`src/rtl/logic_gate_pipe_if.sv`:
```
// Streaming interface for logic_gate_pipe: operand/op input stream and result output stream.
// y_par exists only when LOGIC_GATE_PIPE_PARITY_EN is defined.
interface logic_gate_pipe_if #(
    parameter int WIDTH = 8,
    parameter int CNT_W = 16
);
    logic [WIDTH-1:0] a;
    logic [WIDTH-1:0] b;
    logic [2:0]       op;
    logic             in_valid;
    logic             in_ready;
    logic [WIDTH-1:0] y;
    logic             out_valid;
    logic             out_ready;
    logic [CNT_W-1:0] xfer_cnt;
`ifdef LOGIC_GATE_PIPE_PARITY_EN
    logic             y_par;

    modport slave (
        input  a, b, op, in_valid, out_ready,
        output in_ready, y, out_valid, xfer_cnt, y_par
    );
    modport master (
        output a, b, op, in_valid, out_ready,
        input  in_ready, y, out_valid, xfer_cnt, y_par
    );
`else
    modport slave (
        input  a, b, op, in_valid, out_ready,
        output in_ready, y, out_valid, xfer_cnt
    );
    modport master (
        output a, b, op, in_valid, out_ready,
        input  in_ready, y, out_valid, xfer_cnt
    );
`endif
endinterface

```
`src/rtl/logic_gate_pipe.sv`:
```
// Pipelined bitwise gate unit with valid/ready backpressure and a delivered-result counter.
// Optional result parity output enabled by LOGIC_GATE_PIPE_PARITY_EN.
module logic_gate_pipe #(
    parameter int WIDTH  = 8,
    parameter int STAGES = 2,
    parameter int CNT_W  = 16
) (
    input  logic              clk,
    input  logic              rst,
    logic_gate_pipe_if.slave  bus
);
    logic [WIDTH-1:0]  f_res;
    logic [WIDTH-1:0]  data_q [STAGES];
    logic [STAGES-1:0] vld_q;
    logic [STAGES-1:0] rdy;
    logic [CNT_W-1:0]  cnt_q;
    logic              deliver;

    always_comb begin
        f_res = '0;
        case (bus.op)
            3'b000:  f_res = ~bus.a;
            3'b001:  f_res = bus.a;
            3'b010:  f_res = bus.a & bus.b;
            3'b011:  f_res = bus.a | bus.b;
            3'b100:  f_res = bus.a ^ bus.b;
            3'b101:  f_res = ~(bus.a & bus.b);
            3'b110:  f_res = ~(bus.a | bus.b);
            3'b111:  f_res = ~(bus.a ^ bus.b);
            default: f_res = {WIDTH{1'bx}};
        endcase
    end

    // A stage may load when it is empty or when something downstream frees up this cycle.
    always_comb begin
        logic chain;
        rdy   = '0;
        chain = bus.out_ready;
        for (int k = STAGES - 1; k >= 0; k--) begin
            chain  = chain | ~vld_q[k];
            rdy[k] = chain;
        end
    end

    always_ff @(posedge clk or posedge rst) begin
        if (rst) begin
            vld_q <= '0;
            for (int k = 0; k < STAGES; k++) begin
                data_q[k] <= '0;
            end
        end else begin
            if (rdy[0]) begin
                vld_q[0] <= bus.in_valid;
                if (bus.in_valid) begin
                    data_q[0] <= f_res;
                end
            end
            for (int k = 1; k < STAGES; k++) begin
                if (rdy[k]) begin
                    vld_q[k] <= vld_q[k-1];
                    if (vld_q[k-1]) begin
                        data_q[k] <= data_q[k-1];
                    end
                end
            end
        end
    end

`ifdef LOGIC_GATE_PIPE_PARITY_EN
    logic [STAGES-1:0] par_q;

    always_ff @(posedge clk or posedge rst) begin
        if (rst) begin
            par_q <= '0;
        end else begin
            if (rdy[0] && bus.in_valid) begin
                par_q[0] <= ^f_res;
            end
            for (int k = 1; k < STAGES; k++) begin
                if (rdy[k] && vld_q[k-1]) begin
                    par_q[k] <= par_q[k-1];
                end
            end
        end
    end

    assign bus.y_par = par_q[STAGES-1];
`endif

    assign deliver = vld_q[STAGES-1] & bus.out_ready;

    always_ff @(posedge clk or posedge rst) begin
        if (rst) begin
            cnt_q <= '0;
        end else if (deliver) begin
            cnt_q <= cnt_q + 1'b1;
        end
    end

    assign bus.in_ready  = rdy[0];
    assign bus.out_valid = vld_q[STAGES-1];
    assign bus.y         = data_q[STAGES-1];
    assign bus.xfer_cnt  = cnt_q;

endmodule

```
`src/flat_wrapper.sv`:
```
// flat-port wrapper written by rule: the top's interface ports become plain ports
module logic_gate_pipe_flat 
#(
    parameter int WIDTH  = 8,
    parameter int STAGES = 2,
    parameter int CNT_W  = 16
)
  (clk, rst, bus_a, bus_b, bus_op, bus_in_valid, bus_out_ready, bus_in_ready, bus_y, bus_out_valid, bus_xfer_cnt);
  logic_gate_pipe_if #(.WIDTH(WIDTH), .CNT_W(CNT_W)) bus_i ();
  input  logic clk;
  input  logic rst;
  input wire logic [$bits(bus_i.a)-1:0] bus_a;
  input wire logic [$bits(bus_i.b)-1:0] bus_b;
  input wire logic [$bits(bus_i.op)-1:0] bus_op;
  input wire logic [$bits(bus_i.in_valid)-1:0] bus_in_valid;
  input wire logic [$bits(bus_i.out_ready)-1:0] bus_out_ready;
  output wire logic [$bits(bus_i.in_ready)-1:0] bus_in_ready;
  output wire logic [$bits(bus_i.y)-1:0] bus_y;
  output wire logic [$bits(bus_i.out_valid)-1:0] bus_out_valid;
  output wire logic [$bits(bus_i.xfer_cnt)-1:0] bus_xfer_cnt;
  assign bus_i.a = bus_a;
  assign bus_i.b = bus_b;
  assign bus_i.op = bus_op;
  assign bus_i.in_valid = bus_in_valid;
  assign bus_i.out_ready = bus_out_ready;
  assign bus_in_ready = bus_i.in_ready;
  assign bus_y = bus_i.y;
  assign bus_out_valid = bus_i.out_valid;
  assign bus_xfer_cnt = bus_i.xfer_cnt;
  logic_gate_pipe #(.WIDTH(WIDTH), .STAGES(STAGES), .CNT_W(CNT_W)) u_core (.clk(clk), .rst(rst), .bus(bus_i));
endmodule
```
`config.mk`:
```
export PLATFORM = sky130hd
export DESIGN_NAME = logic_gate_pipe_flat
export DESIGN_NICKNAME = d
export VERILOG_FILES = /design/src/rtl/logic_gate_pipe_if.sv /design/src/rtl/logic_gate_pipe.sv /design/src/flat_wrapper.sv
export SDC_FILE = /design/constraint.sdc
export NUM_CORES = 1
export LEC_CHECK = 0
export ABC_AREA = 1
export ABC_CLOCK_PERIOD_IN_PS = 1200
export CAP_MARGIN = 10
export CORE_MARGIN = 3
export CORE_UTILIZATION = 45
export CTS_BUF_LIST = sky130_fd_sc_hd__clkbuf_4
export CTS_CLUSTER_DIAMETER = 50
export DETAILED_ROUTE_END_ITERATION = 6
export PLACE_DENSITY = 0.82
export SYNTH_ARGS = -nofsm -noshare
export SYNTH_HDL_FRONTEND = slang
export SYNTH_SLANG_ARGS = --single-unit
```
`constraint.sdc`:
```
create_clock -name clk -period 1.2 [get_ports clk]
set_input_delay 0.18 -clock clk [delete_from_list [all_inputs] [get_ports clk]]
set_output_delay 0.18 -clock clk [all_outputs]
set_load 0.005 [all_outputs]
```
==> run summary, run 1 <==
Layout filler cell count: 357
Final min period: 1.44 ns
Register area share after synthesis: 34.1%
Share of the synthesized area in the top cell type: 34.1%
RSZ-0062 raised after global routing: true
Longest Clk Path Bufs: 2
Failing checks: setup timing
Initial Util: 47.7%
Final number of hold-violating endpoints: 0
Core Footprint: 5240 um2
Final Slew Violations: 0
Crit path capture type: flop
Worst hold margin: 0.157 ns
Die height: 80.5 um
Synth Area in XOR/XNOR: 3.16%
Synth Instances: 357
Die area: 6480 um2
Dpl hpwl: 4.80 mm
Proportion of synthesized area in mux cells: 3.61%
H-Tree Depth: 2
Commonest non-fill, non-tap cell in the layout: nand2_1
Die X: 80.5 um
Largest family of logic cells by synthesized area: simple AND/OR/NAND/NOR gates
Maxcap violations: 0
Clock Tree Root: clkbuf_4
CP Max Fanout: 3
Ys Warns: 0
CTS tree: built
Finished Layout Cells: 552
Number of synthesized register bits: 34
Wirelength, routed: 8.50 mm
Cell Pwr Density: 1120 nW/um2
Area contributors post-synth: dfrtp_1, nand2_1, inv_1
Share of cells above drive strength 1: 36.1%
Synth Area in Compound Gates: 3.61%
Antenna diodes: 0
Worst Path Required: 1.46 ns
Leak pwr: 2.19 nW
Design area: 4030 um2
Status: complete, but fails checks
Final GP Congestion: 0.892
Combinational share of power: 50.2%
Commonest non-fill, non-tap cells in the layout: nand2_1, buf_4, inv_1
Synth Area in Adders: 8.52%
Area Growth Syn to Fin: 61.3%
Layout Nets: 521
Synth Net Count: 397
Clk_lat worst skew: 0.35 ns
I/O pin count: 49
Synthesized area: 2500 um2
Post-synth cell types: 22
Clock sink count: 34
Slew @ Worst Pin: 0.472 ns
Largest net degree at the start of global routing: 35
Gr usage total: 23.7%
Fmax achieved: 0.695 GHz
Via density: 5.13
IR drop worst, VDD: 0.783 mV
Min-Delay Path Class: input pin to async pin
1st-iter DRT viols: 101
Initial antenna violation count: 0
Final worst slack: -0.240 ns
Reg power frac: 35.4%
Placed inst area: 3400 um2
Iteration count of the initial detailed-routing pass: 4
Sw frac: 36.3%
DRC: 0
Placed cells: 514
IO buf count: 48
Max Clock Skew: 0.00862 ns
CTS buffer count: 5
Share of power burned in the clock network: 14.3%
Vias in the first global route: 2,735
Setup Crit Path Kind: flop to flop
Avg Synthesized Cell Area: 7.00 um2
Synth Area in Simple Gates: 33.6%
CP arrival: 1.70 ns
Via count: 2,830
Crit start category: flop
Final worst-path cycle share: 120%
Post-route ant nets: 0
First-pass GRT wire length: 12.1 mm
Clock slew at reported path FFs: 0.11 ns
Congestion Overflow GR: 0
# setup viols final: 35
Relative slew slack: 68.5%
Post-synth top area cell: dfrtp_1
NetSw: 1.64 mW
Internal power: 2.88 mW
Drt wl/cell: 15.4 um
Site Rows: 26
-- worst max-delay path, cell delays in order (launching register included) --
cell	delay, ns
dfrtp_1	0.41
buf_6	0.14
nand2_2	0.06
nor2_4	0.14
nand2_4	0.08
buf_4	0.17
buf_4	0.15
xnor2_2	0.19
-- stage by stage --
step | setup WS (ns) | power [mW] | TNS [ns] | utilization [%]
5_1_grt | -0.296 | 4.77 | -6.66 | 76.9
4_1_cts | -0.130 | 3.98 | -1.03 | 70.3
2_1_floorplan | -0.0103 | 2.32 | -0.0198 | -
3_3_place_gp | -0.401 | 3.12 | -8.25 | 64.9
6_report | -0.240 | 4.51 | -4.47 | 76.9
3_5_place_dp | -0.458 | 3.17 | -9.67 | 64.9
-- path summary, 6_finish.rpt --
kind	from	to	slack (ns)	cells past startpoint
setup reg to reg	u_core.bus.xfer_cnt[1]	u_core.bus.xfer_cnt[3]	-0.24	7
min in group clk	bus_a[3]	u_core.data_q[11]	0.27	5
setup / recovery	u_core.bus.xfer_cnt[1]	u_core.bus.xfer_cnt[3]	-0.24	7
hold reg to reg	u_core.data_q[8]	u_core.data_q[8]	0.50	2
hold / removal	rst	u_core.bus.xfer_cnt[15]	0.16	3
max in group asynchronous	rst	u_core.data_q[14]	0.86	3
-- flip-flops by register name, summed over array words and instances (netlist names) --
register	cells
u_core.bus.xfer_cnt	16
u_core.bus.y	8
u_core.data_q	8
u_core.vld_q	2
-- cell families after synthesis --
logic type	after synthesis
fa+ha+maj	17
buf+inv	77
simple gates	194
mux	8
compound gates	18
flops	34
xor+xnor	9
-- cell usage after synthesis, drive strengths merged --
master / instances
inv: 62
nand3: 16
dfrtp: 34
nand2: 123
a21oi: 8
ha: 17
buf: 14
mux2: 8
or2: 1
nand4: 19
o21ai: 10
xor2: 6
xnor2: 3
nor2: 33
nor3: 2
clkbuf: 1
-- area by class of cell --
cell class	count	area, um2	area share (%)
multi-input cells	246	1590	39.5
repair buffers	132	1210	30.0
flip-flops and latches	34	851	21.1
inverters	62	235	5.84
well taps	70	87.6	2.17
clock buffers	5	37.5	0.932
clock inverters	3	16.3	0.404
-- power by group through the flow --
stage | registers (mW) | clock network, mW | logic, mW
after global routing | 1.62 | 0.711 | 2.44
after global placement | 1.57 | 0 | 1.54
after detailed placement | 1.59 | 0 | 1.58
final | 1.60 | 0.647 | 2.27
after floorplan | 1.58 | 0 | 0.740
after CTS | 1.56 | 0.641 | 1.78
-- routing by layer --
metal | routed length, um | GRT usage, % | share of wire, % | up-vias
met4 | 407 | 8.95 | 4.8 | 0
met2 | 4490 | 43.3 | 53 | 128
met3 | 460 | 4.26 | 5.4 | 31
met5 | 0 | 0 | 0 | -
li1 | - | - | - | 1346
met1 | 3150 | 27.3 | 37 | 1325
-- what timing repair did --
item | in CTS | in global routing
cloned | 0 | 1
gates resized for setup | 92 | 69
buffers inserted | 20 | 12
pin swaps | 11 | 31
hold buffers | 0 | 0
setup endpoints to repair | 43 | 48
Note: power is estimated with default switching activity, not from simulation.
==> inputs of run 2 (changes only) <==
--- a/config.mk
+++ b/config.mk
@@ -7,11 +7,11 @@
 export LEC_CHECK = 0
 export ABC_AREA = 1
 export ABC_CLOCK_PERIOD_IN_PS = 1200
-export CAP_MARGIN = 10
 export CORE_MARGIN = 3
 export CORE_UTILIZATION = 45
 export CTS_BUF_LIST = sky130_fd_sc_hd__clkbuf_4
 export CTS_CLUSTER_DIAMETER = 50
+export CTS_CLUSTER_SIZE = 20
 export DETAILED_ROUTE_END_ITERATION = 6
 export PLACE_DENSITY = 0.82
 export SYNTH_ARGS = -nofsm -noshare
==> results of run 2 <==
The final DEF is identical to that of run 1; final timing and power are the same.
==> inputs of run 3 (changes only) <==
--- a/config.mk
+++ b/config.mk
@@ -8,12 +8,13 @@
 export ABC_AREA = 1
 export ABC_CLOCK_PERIOD_IN_PS = 1200
 export CORE_MARGIN = 3
-export CORE_UTILIZATION = 45
+export CORE_UTILIZATION = 35
 export CTS_BUF_LIST = sky130_fd_sc_hd__clkbuf_4
 export CTS_CLUSTER_DIAMETER = 50
 export CTS_CLUSTER_SIZE = 20
 export DETAILED_ROUTE_END_ITERATION = 6
-export PLACE_DENSITY = 0.82
+export PLACE_DENSITY = 0.68
+export REMOVE_ABC_BUFFERS = 1
 export SYNTH_ARGS = -nofsm -noshare
 export SYNTH_HDL_FRONTEND = slang
 export SYNTH_SLANG_ARGS = --single-unit
==> run 3 against run 2 <==
Compared with the run above:
- the flow still finishes with violations (setup timing)
- wire length shrank 16%
- cell area grew 4.0%
- via count shrank 4.3%
- global-route usage shrank 7.3 points
- final cell count grew 5.6%
- core utilization shrank 16 points
- critical path depth grew 1
- combinational power grew 7%
==> run summary, run 3 (synthesized netlist as in run 1, its figures left out) <==
Status: complete, but fails checks (unchanged)
Failing checks: setup timing (unchanged)
Dpl hpwl: 4.64 mm (was 4.80 mm)
Die area: 8180 um2 (was 6480 um2)
Worst Path Required: 1.43 ns (was 1.46 ns)
Setup Crit Path Kind: flop to flop (unchanged)
Layout Nets: 526 (was 521)
Cell Pwr Density: 1110 nW/um2 (was 1120 nW/um2)
Final Slew Violations: 0 (unchanged)
FF/Latch Area: 852 um2 (was 851 um2)
Share of cells above drive strength 1: 35.5% (was 36.1%)
Core Footprint: 6870 um2 (was 5240 um2)
Fmax achieved: 0.740 GHz (was 0.695 GHz)
Worst R2R End: u_core.bus.xfer_cnt[11] (was u_core.bus.xfer_cnt[3])
Design area: 4190 um2 (was 4030 um2)
IO buf count: 48 (unchanged)
Final worst-path cycle share: 113% (was 120%)
Beginning of the critical path: u_core.bus.xfer_cnt[2] (was u_core.bus.xfer_cnt[1])
R2r startpoint: u_core.bus.xfer_cnt[2] (was u_core.bus.xfer_cnt[1])
Placed cells: 542 (was 514)
Min-Delay Path Class: input pin to async pin (unchanged)
CTS buffer count: 5 (unchanged)
Drt wl/cell: 12.3 um (was 15.4 um)
IR drop worst, VDD: 0.447 mV (was 0.783 mV)
Area Growth Syn to Fin: 67.7% (was 61.3%)
Setup TNS: -2.40 ns (was -4.47 ns)
Via count: 2,707 (was 2,830)
Clock slew at reported path FFs: 0.12 ns (was 0.11 ns)
Gr usage total: 16.4% (was 23.7%)
Final number of hold-violating endpoints: 0 (unchanged)
Longest Clk Path Bufs: 2 (unchanged)
Die X: 90.5 um (was 80.5 um)
1st-iter DRT viols: 106 (was 101)
Layout filler cell count: 575 (was 357)
Clock sink count: 34 (unchanged)
Relative slew slack: 74.2% (was 68.5%)
H-Tree Depth: 2 (unchanged)
Congestion Overflow GR: 0 (unchanged)
Slew @ Worst Pin: 0.386 ns (was 0.472 ns)
Vias in the first global route: 2,661 (was 2,735)
Wirelength, routed: 7.15 mm (was 8.50 mm)
Final GP Congestion: 0.865 (was 0.892)
# setup viols final: 31 (was 35)
Die height: 90.5 um (was 80.5 um)
Post-route ant nets: 0 (unchanged)
Final worst slack: -0.152 ns (was -0.240 ns)
Path depth of the worst reg2reg path: 8 (was 7)
Commonest non-fill, non-tap cell in the layout: nand2_1 (unchanged)
CP arrival: 1.58 ns (was 1.70 ns)
First-pass GRT wire length: 11.2 mm (was 12.1 mm)
Site Rows: 30 (was 26)
Max Clock Skew: 0.0143 ns (was 0.00862 ns)
I/O pin count: 49 (unchanged)
Via density: 4.64 (was 5.13)
Final min period: 1.35 ns (was 1.44 ns)
Crit start category: flop (unchanged)
CTS tree: built (unchanged)
Worst R2R Setup Slack: -0.15 ns (was -0.24 ns)
Initial Util: 36.4% (was 47.7%)
Finished Layout Cells: 583 (was 552)
Leak pwr: 2.26 nW (was 2.19 nW)
Initial antenna violation count: 0 (unchanged)
Post-CTS Hold Buffers: 0 (unchanged)
Placed inst area: 3440 um2 (was 3400 um2)
Worst hold margin: 0.160 ns (was 0.157 ns)
Max reg flops: 16 (unchanged)
Clk_lat worst skew: 0.34 ns (was 0.35 ns)
CP Max Fanout: 5 (was 3)
Iteration count of the initial detailed-routing pass: 6 (was 4)
DRC: 0 (unchanged)
Multi-input gate area: 1640 um2 (was 1590 um2)
Crit path capture type: flop (unchanged)
Maxcap violations: 0 (unchanged)
Commonest non-fill, non-tap cells in the layout: nand2_1, buf_4, inv_1 (unchanged)
Clock Tree Root: clkbuf_4 (unchanged)
Largest net degree at the start of global routing: 35 (unchanged)
Antenna diodes: 0 (unchanged)
RSZ-0062 raised after global routing: true (unchanged)
## run 3: how the worst max path moves through the flow
stage,endpoint,slack [ns],cells after the start
2_1_floorplan,u_core.bus.xfer_cnt[12],-0.06,8
3_3_place_gp,u_core.data_q[13],-0.43,8
3_5_place_dp,u_core.data_q[10],-0.44,8
4_1_cts,u_core.bus.xfer_cnt[11],-0.11,7
5_1_grt,u_core.bus.xfer_cnt[8],-0.23,7
6_report,u_core.bus.xfer_cnt[11],-0.15,8
## run 3: where the power goes
part           switching (mW)  internal [mW]
Sequential              0.179           1.40
Combinational            1.01           1.42
Clock                   0.395          0.243
## run 3: final cells by class
cell class	instances	area share [%]
clock inverters	2	0.209
flip-flops and latches	34	20.3
inverters	62	5.68
multi-input cells	246	39.1
clock buffers	6	1.08
repair buffers	137	30.7
well taps	96	2.87
## run 3: repair_timing
action,in CTS,in global routing
cloned,2,0
resized for setup,115,56
endpoints found under the setup margin,45,52
pin swaps,17,29
setup buffers,26,9
## run 3: through the flow
step	utilization [%]	power, mW	setup WS (ns)
2_1_floorplan	-	2.15	-0.0613
3_3_place_gp	50.1	3.10	-0.430
3_5_place_dp	50.1	3.15	-0.438
4_1_cts	56.9	4.21	-0.112
5_1_grt	61.0	4.91	-0.225
6_report	61.0	4.64	-0.152
## run 3: worst max-delay path, cell delays in order, from the launching register on
cell,delay (ns)
dfrtp_1,0.41
buf_6,0.13
nand2_2,0.06
nor2_4,0.12
nand2_4,0.10
nor2_4,0.21
nand3_2,0.08
nand2_1,0.07
nand2_1,0.05
## run 3: per-layer routing
layer	wire length (um)	up-vias	global-route usage, %
li1	-	1360	-
met1	2860	1255	17.9
met2	3910	84	31.3
met3	327	8	3.17
met4	56	0	5.36
met5	0	-	0
==> RTL edit (config.mk and constraints of run 1) <==
`WIDTH` is set to 8 in 3 places; all go to 10.
--- a/src/rtl/logic_gate_pipe_if.sv
+++ b/src/rtl/logic_gate_pipe_if.sv
@@ -1,7 +1,7 @@
 // Streaming interface for logic_gate_pipe: operand/op input stream and result output stream.
 // y_par exists only when LOGIC_GATE_PIPE_PARITY_EN is defined.
 interface logic_gate_pipe_if #(
-    parameter int WIDTH = 8,
+    parameter int WIDTH = 10,
     parameter int CNT_W = 16
 );
     logic [WIDTH-1:0] a;
--- a/src/rtl/logic_gate_pipe.sv
+++ b/src/rtl/logic_gate_pipe.sv
@@ -1,7 +1,7 @@
 // Pipelined bitwise gate unit with valid/ready backpressure and a delivered-result counter.
 // Optional result parity output enabled by LOGIC_GATE_PIPE_PARITY_EN.
 module logic_gate_pipe #(
-    parameter int WIDTH  = 8,
+    parameter int WIDTH  = 10,
     parameter int STAGES = 2,
     parameter int CNT_W  = 16
 ) (
--- a/src/flat_wrapper.sv
+++ b/src/flat_wrapper.sv
@@ -1,7 +1,7 @@
 // flat-port wrapper written by rule: the top's interface ports become plain ports
 module logic_gate_pipe_flat 
 #(
-    parameter int WIDTH  = 8,
+    parameter int WIDTH  = 10,
     parameter int STAGES = 2,
     parameter int CNT_W  = 16
 )
Ports: changed (resized bus_a, bus_b and bus_y); port bits go from 49 to 55. The function was not compared with the original's and may differ.
==> RTL edit against run 1 <==
- the run still ends with negative setup slack left
- die area up 11%
- area after synthesis increased by 12%
- via count is 8.4% higher
- cell area is 9.9% higher
- highest routed layer unchanged
- routed wire length is 2.6% higher
- setup slack lost 0.034 ns
- fmax is 2.3% lower
- power is 15% higher
- global-route usage down 1.3 points
- sequential cell count increased by 4
==> RTL edit: results (changes against run 1) <==
final setup vio count=42 (+20%); Synth area leaders=dfrtp_1 34%, nand2_1 16%, ha_1 9.4%; Worst R2R Start=u_core.vld_q[1]; Tot GR Track Use=22.44% (-1.3 points); RD Place Congestion=0.8437 (-5.4%); pin count of the biggest net entering global routing=39 (+11%); Slowest Stage Delay on Critical Path=0.54 ns (+0.13 ns); Setup Skew=0.009859 ns (+0.001244 ns); Cells after Synth=388 (+8.7%); crit path launch=bus_out_ready; failing checks=negative setup slack; CP max-delay cell=clkdlybuf4s50_1; Mapped Nets=436 (+9.8%); Area after DPL=0.003741 mm^2 (+10%); synth cell count leaders=119 x nand2_1, 56 x inv_1, 38 x dfrtp_1; # fillers=418 (+17%); Worst Path Arrival=1.29 ns (-0.41 ns); pre-CTS setup slack=-0.4419 ns (+0.01595 ns); Setup WS post-layout=-0.2731 ns (-0.03353 ns); sequential fraction of the synthesis area=34.13% (+0.058 points); met1 GRT Util=25.32% (-1.9 points); grt met2 use=40.43% (-2.9 points); share of cells above drive strength 1=33.27% (-2.8 points); Total Wirelength=8.724 mm (+2.6%); post-route insts no fill=598 (+8.3%); vias in the first global route=2,978 (+8.9%); vias per cell=5.132 (+0.10%); Nets=570 (+9.4%); global-route wire length before repair=13.10 mm (+8.6%); run status=finished with violations; Initial DRC Count=150 (+49%); Post-DP HPWL=5.185 mm (+8.1%); leakage=2.385 nW (+8.9%)
==> RTL edit: kinds of logic after synthesis <==
family / share of synthesized area (%)
AOI/OAI and AO/OA: 5.568
xor gates and xnor gates: 3.143
adders and majority gates: 9.430
buffers and inverters: 12.62
DFF: 34.13
muxes: 4.041
and+or+nand+nor: 31.07
==> RTL edit: power by group <==
group	internal (mW)	switching [mW]
Sequential	1.57	0.218
Combinational	1.39	1.11
Clock	0.437	0.473
Total	3.40	1.80
==> RTL edit: through the flow <==
stage | utilization (%) | total power, mW | TNS [ns]
after floorplan | - | 2.637 | -0.1724
after global placement | 62.82 | 3.410 | -9.479
after detailed placement | 62.82 | 3.487 | -10.82
after CTS | 70.40 | 4.734 | -1.888
after global routing | 74.33 | 5.478 | -6.963
final | 74.33 | 5.192 | -5.681
==> RTL edit: critical path: cells and delay by family <==
kind / cells / cell delay, ns
buffers and inverters: 3 / 0.97
AND/OR/NAND/NOR: 1 / 0.13
==> RTL edit: per-layer routing <==
layer	wire [um]	vias up
met1	3368	1445
met2	4631	125
met3	524	20
met5	0	-
met4	200	0
li1	-	1479
==> RTL edit: final timing paths <==
path / slack [ns] / cells after the start / endpoint
worst min register to register: 0.49 / 2 / u_core.data_q[13]
max in group asynchronous: 0.85 / 3 / u_core.data_q[16]
worst min-delay path: 0.15 / 3 / u_core.bus.xfer_cnt[13]
min in group clk: 0.49 / 2 / u_core.data_q[13]
worst max-delay path: -0.27 / 4 / bus_in_ready
worst max register to register: -0.25 / 9 / u_core.bus.xfer_cnt[11]
==> RTL edit: final cells by class <==
class / instances / area, um^2 / share of cell area (%)
Multi-Input combinational cell: 274 / 1774 / 40.08
Timing Repair Buffer: 146 / 1305 / 29.48
Sequential cell: 38 / 952.2 / 21.51
Inverter: 57 / 219.0 / 4.946
Tap cell: 75 / 93.84 / 2.120
Clock inverter: 3 / 45.04 / 1.018
Clock buffer: 5 / 37.54 / 0.8479
==> RTL edit: timing repair <==
item                                    4_1_cts  5_1_grt
gates cloned                                  1        1
endpoints found under the setup margin       52       61
pin swaps                                    17       16
resized for setup                            93       65
setup buffers                                30       13
